--- src/rtl/codec_config_pkg.sv ---
// Shared types for the audio codec power-up configurator.
//   opcode_e : table entry opcode (WRITE, DELAY, END; 2'b11 is decoded as END)
//   state_e  : sequencer FSM states
//   entry_t  : 18-bit table entry {opcode, reg_addr, data}
// The helper functions build entries so the ROM table reads like a script.
package codec_config_pkg;

  typedef enum logic [1:0] {
    OP_WRITE = 2'b00,
    OP_DELAY = 2'b01,
    OP_END   = 2'b10
  } opcode_e;

  typedef enum logic [2:0] {
    S_IDLE,
    S_WAIT_START,
    S_FETCH,
    S_ISSUE,
    S_WAIT_RSP,
    S_DELAY,
    S_FINISH,
    S_FAIL
  } state_e;

  typedef struct packed {
    opcode_e    opcode;
    logic [7:0] reg_addr;
    logic [7:0] data;
  } entry_t;

  function automatic entry_t op_write(input logic [7:0] reg_addr, input logic [7:0] data);
    return '{opcode: OP_WRITE, reg_addr: reg_addr, data: data};
  endfunction

  function automatic entry_t op_delay(input logic [15:0] ticks);
    return '{opcode: OP_DELAY, reg_addr: ticks[15:8], data: ticks[7:0]};
  endfunction

  function automatic entry_t op_end();
    return '{opcode: OP_END, reg_addr: 8'h00, data: 8'h00};
  endfunction

  // A DELAY entry reuses the reg/data fields as a 16-bit tick count.
  function automatic logic [15:0] delay_ticks(input entry_t e);
    return {e.reg_addr, e.data};
  endfunction

endpackage

--- src/rtl/codec_config_rom.sv ---
// Codec initialisation script, one entry per address.
// Ports:
//   addr  : entry index
//   entry : combinational table entry at addr (unlisted addresses read END)
// Edit this file alone to change the codec bring-up sequence.
module codec_config_rom
  import codec_config_pkg::*;
#(
  parameter int unsigned ENTRIES = 32,
  localparam int unsigned IDX_W = $clog2(ENTRIES)
) (
  input  logic [IDX_W-1:0] addr,
  output entry_t           entry
);

  // NOTE: a case-decoded constant table is pure logic with no storage, so it
  // needs no reset and no clock; the read is combinational from addr.
  always_comb begin
    entry = op_end();
    case (int'(addr))
      0:       entry = op_write(8'h00, 8'h00);  // select register page 0
      1:       entry = op_write(8'h01, 8'h01);  // software reset
      2:       entry = op_delay(16'd3);         // let the codec come out of reset
      3:       entry = op_write(8'h07, 8'h0A);  // codec datapath: L->L, R->R DACs
      4:       entry = op_delay(16'd0);         // spare settle slot, currently no wait
      5:       entry = op_write(8'h0F, 8'h00);  // left ADC PGA unmuted, 0 dB
      default: entry = op_end();
    endcase
  end

endmodule

--- src/rtl/codec_config_sequencer.sv ---
// Autonomous power-up configurator for the audio codec.
// Walks codec_config_rom and turns each WRITE entry into one request to the
// shared transaction-level I2C master; DELAY entries wait ticks*DELAY_UNIT.
// Ports:
//   clk, reset (async, active-low), start (re-run pulse, honoured when idle)
//   busy, done, error, errorIndex : status to the SoC
//   busOwned                      : top-level mux select for the audio I2C line
//   reqValid/reqReady/reqAddr/reqReg/reqData : write request to the I2C master
//   rspValid/rspNack              : transaction-complete pulse and NACK flag
module codec_config_sequencer
  import codec_config_pkg::*;
#(
  parameter int unsigned ENTRIES        = 32,
  parameter logic [6:0]  DEV_ADDR       = 7'h18,
  parameter int unsigned STARTUP_CYCLES = 500000,
  parameter int unsigned DELAY_UNIT     = 50000,
  parameter int unsigned RETRIES        = 3,
  localparam int unsigned IDX_W = $clog2(ENTRIES)
) (
  input  logic             clk,
  input  logic             reset,
  input  logic             start,
  output logic             busy,
  output logic             done,
  output logic             error,
  output logic [IDX_W-1:0] errorIndex,
  output logic             busOwned,
  output logic             reqValid,
  input  logic             reqReady,
  output logic [6:0]       reqAddr,
  output logic [7:0]       reqReg,
  output logic [7:0]       reqData,
  input  logic             rspValid,
  input  logic             rspNack
);

  localparam int unsigned START_W = $clog2(STARTUP_CYCLES + 1);
  localparam int unsigned UNIT_W  = $clog2(DELAY_UNIT + 1);
  localparam int unsigned RETRY_W = $clog2(RETRIES + 1);

  state_e             state, next_state;
  entry_t             entry;
  logic [IDX_W-1:0]   index;
  logic [RETRY_W-1:0] retry_cnt;
  logic [START_W-1:0] startup_cnt;
  // Two-level delay count: ticks_left holds the full 16-bit tick value, so
  // ticks=16'hFFFF cannot overflow.
  logic [UNIT_W-1:0]  unit_cnt;
  logic [15:0]        ticks_left;
  logic               active;
  logic               last_entry, startup_done, delay_last, advance;

  codec_config_rom #(.ENTRIES(ENTRIES)) u_rom (
    .addr  (index),
    .entry (entry)
  );

  assign last_entry   = (index == IDX_W'(ENTRIES - 1));
  assign startup_done = (startup_cnt == START_W'(STARTUP_CYCLES - 1));
  assign delay_last   = (ticks_left == 16'd1) && (unit_cnt == UNIT_W'(DELAY_UNIT - 1));

  assign busy     = active;
  assign busOwned = active;
  assign reqValid = (state == S_ISSUE);
  assign reqAddr  = DEV_ADDR;

  // Reset lands directly in WAIT_START so the sequence runs after power-up
  // without a start pulse; busy/busOwned follow one edge later.
  always_ff @(posedge clk or negedge reset) begin
    if (!reset) state <= S_WAIT_START;
    else        state <= next_state;
  end

  // NOTE: every output of this block gets a default before the case, so no
  // path leaves a variable unassigned and no latch is inferred.
  always_comb begin
    next_state = state;
    advance    = 1'b0;
    case (state)
      S_IDLE:       if (start) next_state = S_WAIT_START;
      S_WAIT_START: if (startup_done) next_state = S_FETCH;
      S_FETCH: begin
        case (entry.opcode)
          OP_WRITE: next_state = S_ISSUE;
          OP_DELAY: begin
            if (delay_ticks(entry) == 16'd0) begin
              advance    = 1'b1;
              next_state = last_entry ? S_FINISH : S_FETCH;
            end else begin
              next_state = S_DELAY;
            end
          end
          default:  next_state = S_FINISH;  // OP_END and the unused 2'b11
        endcase
      end
      S_ISSUE:      if (reqReady) next_state = S_WAIT_RSP;
      S_WAIT_RSP: begin
        if (rspValid) begin
          if (!rspNack) begin
            advance    = 1'b1;
            next_state = last_entry ? S_FINISH : S_FETCH;
          end else if (retry_cnt < RETRY_W'(RETRIES)) begin
            next_state = S_ISSUE;
          end else begin
            next_state = S_FAIL;
          end
        end
      end
      S_DELAY: begin
        if (delay_last) begin
          advance    = 1'b1;
          next_state = last_entry ? S_FINISH : S_FETCH;
        end
      end
      default:      next_state = S_IDLE;    // FINISH, FAIL
    endcase
  end

  // NOTE: sequential state uses non-blocking assignments so every register
  // samples the pre-edge values, independent of statement order.
  always_ff @(posedge clk or negedge reset) begin
    if (!reset) begin
      index       <= '0;
      retry_cnt   <= '0;
      startup_cnt <= '0;
      unit_cnt    <= '0;
      ticks_left  <= '0;
      active      <= 1'b0;
      done        <= 1'b0;
      error       <= 1'b0;
      errorIndex  <= '0;
      reqReg      <= '0;
      reqData     <= '0;
    end else begin
      active <= !(next_state inside {S_IDLE, S_FINISH, S_FAIL});

      case (state)
        S_IDLE: begin
          if (start) begin
            done        <= 1'b0;
            error       <= 1'b0;
            index       <= '0;
            retry_cnt   <= '0;
            startup_cnt <= '0;
          end
        end
        S_WAIT_START: startup_cnt <= startup_cnt + 1'b1;
        S_FETCH: begin
          if (entry.opcode == OP_WRITE) begin
            reqReg  <= entry.reg_addr;
            reqData <= entry.data;
          end
          ticks_left <= delay_ticks(entry);
          unit_cnt   <= '0;
        end
        S_WAIT_RSP: if (rspValid && rspNack) retry_cnt <= retry_cnt + 1'b1;
        S_DELAY: begin
          if (unit_cnt == UNIT_W'(DELAY_UNIT - 1)) begin
            unit_cnt   <= '0;
            ticks_left <= ticks_left - 16'd1;
          end else begin
            unit_cnt <= unit_cnt + 1'b1;
          end
        end
        default: ;
      endcase

      // The last table slot finishes instead of wrapping back to entry 0.
      if (advance) begin
        retry_cnt <= '0;
        if (!last_entry) index <= index + 1'b1;
      end

      if (next_state == S_FINISH) done <= 1'b1;
      if (next_state == S_FAIL) begin
        error      <= 1'b1;
        errorIndex <= index;
      end
    end
  end

endmodule

--- config.mk ---
export PLATFORM = sky130hd
export DESIGN_NAME = codec_config_sequencer
export DESIGN_NICKNAME = d
export VERILOG_FILES = /design/src/rtl/codec_config_pkg.sv /design/src/rtl/codec_config_rom.sv /design/src/rtl/codec_config_sequencer.sv
export SDC_FILE = /design/constraint.sdc
export NUM_CORES = 1
export LEC_CHECK = 0
export ABC_AREA = 1
export ABC_CLOCK_PERIOD_IN_PS = 2700
export CELL_PAD_IN_SITES_DETAIL_PLACEMENT = 2
export CELL_PAD_IN_SITES_GLOBAL_PLACEMENT = 2
export CORE_MARGIN = 2
export CORE_UTILIZATION = 36
export DETAILED_ROUTE_END_ITERATION = 6
export PLACE_DENSITY = 0.81
export SYNTH_ARGS = -nofsm -noshare
export SYNTH_HDL_FRONTEND = slang
export SYNTH_SLANG_ARGS = --single-unit
export TNS_END_PERCENT = 1
--- constraint.sdc ---
create_clock -name clk -period 2.7 [get_ports clk]
set_input_delay 0.54 -clock clk [delete_from_list [all_inputs] [get_ports clk]]
set_output_delay 0.54 -clock clk [all_outputs]
set_load 0.02 [all_outputs]
==> results of run 1 <==
registers in the layout (all words and copies together) (netlist names):
name	flops
retry_cnt	2
startup_cnt	19
done	1
reqData	3
state	3
unit_cnt	16
ticks_left	16
errorIndex	5
reqReg	3
busOwned	1
index	5
error	1
power by group:
part / internal (mW) / leakage [nW] / switching (mW) / total [mW]
combinational: 0.129 / 1.41 / 0.246 / 0.375
sequential: 1.22 / 1.02 / 0.112 / 1.33
clock: 0.741 / 0.141 / 0.479 / 1.22
synthesized netlist by cell type, drive strengths merged, types with 2 or more instances:
cell type / count / area, um2
buf: 21 / 156
nor4: 3 / 18.8
dfrtp: 74 / 1850
nor2: 75 / 297
inv: 94 / 355
o21a: 2 / 15.0
nor3: 18 / 111
a31oi: 5 / 31.3
a21oi: 20 / 104
conb: 2 / 7.51
o22ai: 7 / 43.8
or2: 4 / 25.0
ha: 10 / 125
nand4: 18 / 113
xor2: 7 / 61.3
clkbuf: 3 / 11.3
o32ai: 2 / 17.5
o21ai: 51 / 267
nand2: 152 / 583
nand3: 51 / 300
worst max-delay path, stage by stage (launching register included):
cell and delay, ns:
dfrtp_1 0.48, inv_2 0.15, nand3_1 0.11, inv_1 0.09
clkdlybuf4s50_1 0.61
cells in the final DEF (no fill, tap or decap), types with 5 or more instances in the layout:
cell type	Yosys	layout
clkbuf_16	0	9
nand3_1	45	45
inv_2	5	5
ha_1	10	10
conb_1	2	16
buf_4	18	7
a31oi_1	5	5
nor3_1	15	15
nand4_1	18	18
o21ai_0	46	46
dfrtp_1	74	74
nor2_1	71	71
clkdlybuf4s50_1	0	21
o22ai_1	7	7
xor2_1	7	7
inv_1	88	88
a21oi_1	19	19
nand2_1	149	149
cell families (layout without fill, tap and decap cells):
logic type	Yosys count	in the layout	synth area share, %
simple gates	323	323	31.6
buf+inv	118	139	11.3
compound gates	95	95	11.8
flops	75	75	40.7
fa+ha+maj	10	10	2.71
xor+xnor	8	8	1.52
other cells	2	16	0.163
mux	1	1	0.217
path summary, 6_finish.rpt:
kind / start / endpoint / slack, ns / depth (start not counted)
worst max-delay path: state[2] / reqValid / 0.38 / 4
worst min-delay path: reset / unit_cnt[11] / 0.15 / 1
worst max register to register: index[0] / errorIndex[4] / 0.47 / 12
worst min register to register: reqData[0] / reqData[0] / 0.47 / 2
max in group asynchronous: reset / state[0] / 1.88 / 2
min in group clk: reqData[0] / reqData[0] / 0.47 / 2
layout make-up:
cell class	count	area share, %
multi-input cells	453	42.9
flip-flops and latches	75	35.5
inverters	94	6.72
repair buffers	29	5.35
clock buffers	14	4.80
well taps	172	4.07
clock inverters	2	0.662
layer usage:
metal / part of all wire [%] / global-route usage (%)
met1: 46 / 29.3
met4: 1.8 / 8.16
met3: 1.7 / 2.94
met2: 50 / 39.4
met5: 0 / 0
==> qor.yml, run 1 <==
sta:
  slew_headroom_pct: 65.5
  setup_viol: 0
  rsz0062_at_grt: "false"
  slew_viol_final: 0
  whs_ns: 0.151
  period_minus_slack_ns: 2.32
  tns_ns: 0
  setup_ws_ns: 0.384
  fin_worst_skew_ns: 0.00720
  worst_slew_pin_slew_ns: 0.516
  maxClockFrequency_ghz: 0.432
  finalHoldViolCount: 0
  period_share_pct: 85.8
global_route:
  grt_use_total_pct: 22.8
  grt_max_degree: 45
  grt_first_pass_wirelength_mm: 24.3
  gr-total-overflow: 0
  antenna_found_initial: 0
  grt_pass1_vias: 4802
placed_design:
  place_area_um2: 5000
  globalplace.congestion: 0.750
  dp_cells: 823
  pre_cts_ws_ns: 0.452
  dp_hpwl_mm: 10.5
  port_buffers: 22
critical_path:
  start_kind: "register"
  criticalPathCategory: "reg -> out"
  setup.worst_path.end_class: "output port"
  worst-path-max-fanout: 5
  cp.arrival_ns: 1.78
  critPathRequiredTime_ns: 2.16
cells_and_area:
  multi_input_area_um2: 2270
  seqCellArea_um2: 1880
  diodes: 0
  syn_to_final_growth_pct: 14.5
  final_nets: 678
  instances_no_fill: 839
  fill_cells: 1496
  drive_gt1_share_pct: 7.35
  postLayoutCoreUtil_pct: 42.1
  stdcell_area_um2: 5290
power:
  p_leak_nw: 2.58
  power_density_nw_per_um2: 553
  total_power_mw: 2.92
  ir_drop_v: 0.000294
routing:
  vias: 4254
  wirelength_mm: 14.1
  dr.pass1.iters: 4
  route.detailed.drc: 0
  final_antenna_net_count: 0
  wire_per_inst_um: 16.8
  vias_per_cell: 5.07
  drt_iter0_drc: 124
yosys:
  ys_seq_elements: 75
  yosys_most_used_dff: "dfrtp_1"
  synth_area_um2: 4620
  syn_area_per_cell_um2: 7.31
  yosysUniqueCellTypes: 48
  ys_seq_area_share_pct: 40.7
  syn_inst: 632
  async_flop_share_pct: 100
  yosys_warnings: 0
  synth_edf_count: 0
cts:
  clock_sinks: 75
  insertion_delay_ns: 0.35
  cts_resized: 0
  hold_buffers: 0
  cts-root-buf: "clkbuf_16"
  post_cts.repair.setup_buffers: 0
  cts-buffers-inserted: 9
  ctsHtreeMaxLevel: 3
  cts_tree: "yes"
  clk_pin_slew_ns: 0.06
  clk_path_buf_depth: 2
floorplanning:
  start_util_pct: 36.7
  io_pins: 39
  dieWidth_um: 117
  die_area_um2: 13700
  core.rowCount: 41
  core-area_um2: 12600
  die-height_um: 117
flow_run:
  maxCapViolCount: 0
run_status:
  status: "finished, final reports clean"
hold_path:
  min_path_type: "in -> async"
Power figures use the tool's default switching activity.
==> inputs of run 2 (changes only) <==
--- a/config.mk
+++ b/config.mk
@@ -13,6 +13,7 @@
 export CORE_UTILIZATION = 36
 export DETAILED_ROUTE_END_ITERATION = 6
 export PLACE_DENSITY = 0.81
+export RECOVER_POWER = 50
 export SYNTH_ARGS = -nofsm -noshare
 export SYNTH_HDL_FRONTEND = slang
 export SYNTH_SLANG_ARGS = --single-unit
==> run 2 against run 1 <==
  * The flow now finishes with violations (capacitance limit, slew limit)
  * Utilization is 0.21 points lower
  * Clock power hardly changed
  * Via count hardly changed
  * Total power is 0.11% lower
  * First-iteration DRC count is 2.4% lower
  * Largest cell class unchanged
  * Largest power group unchanged
==> qor.yml, run 2 (synthesis gave the netlist of run 1 again) <==
sta:
  worst_slew_pin_slew_ns: 2.01  # was 0.516 ns
  maxClockFrequency_ghz: 0.431  # was 0.432 GHz
  tns_ns: 0  # unchanged
  rsz0062_at_grt: "false"  # unchanged
  finalHoldViolCount: 0  # unchanged
  period_share_pct: 85.9  # was 85.8%
  whs_ns: 0.469  # was 0.151 ns
  slew_headroom_pct: -34.2  # was 65.5%
  period_minus_slack_ns: 2.32  # about the same
  slew_viol_final: 32  # was 0
  setup_viol: 0  # unchanged
  fin_worst_skew_ns: 0.00721  # was 0.00720 ns
run_status:
  failed_checks: "capacitance limit, slew limit"
  status: "complete, but fails checks"  # was finished, final reports clean
placed_design:
  dp_cells: 823  # unchanged
  dp_hpwl_mm: 10.5  # unchanged
  port_buffers: 22  # unchanged
  place_area_um2: 5000  # unchanged
  globalplace.congestion: 0.750  # unchanged
critical_path:
  worst-path-max-fanout: 12  # was 5
  ff2ff_path_depth: 7  # was 12
  setup.worst_path.end_class: "register"  # was output port
  critPathRequiredTime_ns: 2.92  # was 2.16 ns
  cp_top_family: "buffers and inverters"  # unchanged
  critical_path.max_stage_delay_ns: 0.58  # was 0.61 ns
  r2r_end: "startup_cnt[1]"  # was errorIndex[4]
  cp_slowest_cell: "dfstp_2"  # was clkdlybuf4s50_1
  reg2reg_from: "state[0]"  # was index[0]
  criticalPathCategory: "reg -> reg"  # was reg -> out
  path_buf_inv: 4  # was 3
  reg2reg_setup_slack_ns: 0.38  # was 0.47 ns
  start_kind: "register"  # unchanged
  crit_chain: "inv_1, nor3_1, clkbuf_1, nor2_1, buf_4, inv_1, o21ai_0"  # was inv_2, nand3_1, inv_1, clkdlybuf4s50_1
  cp_common_cell: "inv_1"
  cp.arrival_ns: 2.53  # was 1.78 ns
cts:
  insertion_delay_ns: 0.35  # about the same
  post_cts.repair.setup_buffers: 0  # unchanged
  clk_pin_slew_ns: 0.06  # about the same
  hold_buffers: 0  # unchanged
  clock_sinks: 75  # unchanged
  cts-buffers-inserted: 9  # unchanged
  ctsHtreeMaxLevel: 3  # unchanged
  cts_resized: 0  # unchanged
  clk_path_buf_depth: 2  # unchanged
  cts_tree: "yes"  # unchanged
  cts-root-buf: "clkbuf_16"  # unchanged
cells_and_area:
  stdcell_area_um2: 5260  # was 5290 um2
  regMostFlops: "startup_cnt"  # unchanged
  final_nets: 678  # unchanged
  reg_top3: "startup_cnt (19), ticks_left (16), unit_cnt (16)"  # unchanged
  diodes: 0  # unchanged
  largest_register_ffs: 19  # unchanged
  syn_to_final_growth_pct: 14.0  # was 14.5%
  mostFrequentLayoutCell: "nand2_1"  # unchanged
  instances_no_fill: 839  # unchanged
  final_cell_mix: "nand2_1, inv_1, dfrtp_1"  # unchanged
  drive_gt1_share_pct: 6.30  # was 7.35%
hold_path:
  hold-path-endpoint: "reqData[0]"
  min_path_type: "reg -> reg"  # was in -> async
  worstHoldStart: "reqData[0]"
  hold-path-cell-count: 2
routing:
  vias: 4253  # was 4,254
  drt_iter0_drc: 121  # was 124
  wire_per_inst_um: 16.8  # about the same
  vias_per_cell: 5.07  # about the same
  final_antenna_net_count: 0  # unchanged
  wirelength_mm: 14.1  # about the same
  route.detailed.drc: 0  # unchanged
  dr.pass1.iters: 4  # unchanged
global_route:
  grt_max_degree: 45  # unchanged
  gr-total-overflow: 0  # unchanged
  grt_pass1_vias: 4802  # unchanged
  grt_first_pass_wirelength_mm: 24.3  # unchanged
  antenna_found_initial: 0  # unchanged
  grt_use_total_pct: 22.8  # unchanged
floorplanning:
  io_pins: 39  # unchanged
  dieWidth_um: 117  # unchanged
  core-area_um2: 12600  # unchanged
  core.rowCount: 41  # unchanged
  start_util_pct: 36.7  # unchanged
  die-height_um: 117  # unchanged
  die_area_um2: 13700  # unchanged
power:
  ir_drop_v: 0.000293  # was 0.000294 V
  power_density_nw_per_um2: 555  # was 553 nW/um2
  p_leak_nw: 2.56  # was 2.58 nW
flow_run:
  maxCapViolCount: 1  # was 0
==> run 2: worst reg2reg max path: stages, from the launching register on <==
cell	delay, ns
dfstp_2	0.58
inv_1	0.06
nor3_1	0.46
clkbuf_1	0.51
nor2_1	0.11
buf_4	0.18
inv_1	0.17
o21ai_0	0.13
==> run 2: layout make-up <==
| cell class | instances | area, um2 |
|---|---|---|
| Inverter | 94 | 355 |
| Clock buffer | 14 | 254 |
| Multi-Input combinational cell | 453 | 2250 |
| Timing Repair Buffer | 29 | 275 |
| Clock inverter | 2 | 35.0 |
| Fill cell | 1501 | 7300 |
| Tap cell | 172 | 215 |
| Sequential cell | 75 | 1880 |
==> run 2: how the worst max path moves through the flow <==
stage          slack (ns)  depth (start not counted)     start        endpoint
3_5_place_dp         0.45                         10  index[0]       reqReg[0]
6_report             0.38                          7  state[0]  startup_cnt[1]
4_1_cts              0.37                          4  state[2]        reqValid
5_1_grt              0.19                         12  index[0]   errorIndex[4]
3_3_place_gp         0.62                         10  index[0]       reqReg[0]
2_1_floorplan        0.93                         13  index[0]   errorIndex[0]
==> run 2: routing by layer <==
metal  wire length, um  vias up  GRT usage, %
met4               256        0          8.16
met2              7100       43          39.4
met1              6480     2108          29.3
met5                 0        -             0
li1                  -     2085             -
met3               251       17          2.94
==> run 2: power breakdown <==
group | internal [mW] | switching (mW) | total (mW)
clock | 0.741 | 0.479 | 1.22
combinational | 0.126 | 0.245 | 0.372
sequential | 1.22 | 0.112 | 1.33
total | 2.08 | 0.836 | 2.92
==> run 2: metrics by stage <==
| step | util [%] | total power, mW | setup slack (ns) |
|---|---|---|---|
| after floorplan | - | 1.58 | 0.931 |
| after global placement | 39.8 | 1.67 | 0.621 |
| after detailed placement | 39.8 | 1.72 | 0.452 |
| after CTS | 42.1 | 2.96 | 0.374 |
| after global routing | 41.9 | 3.08 | 0.190 |
| final | 41.9 | 2.92 | 0.381 |
==> inputs of run 3 (changes only) <==
--- a/config.mk
+++ b/config.mk
@@ -12,6 +12,7 @@
 export CORE_MARGIN = 2
 export CORE_UTILIZATION = 36
 export DETAILED_ROUTE_END_ITERATION = 6
+export HOLD_SLACK_MARGIN = 0.03
 export PLACE_DENSITY = 0.81
 export RECOVER_POWER = 50
 export SYNTH_ARGS = -nofsm -noshare
==> results of run 3 <==
Same layout as run 2: the final DEF is identical, and so are final timing and power.
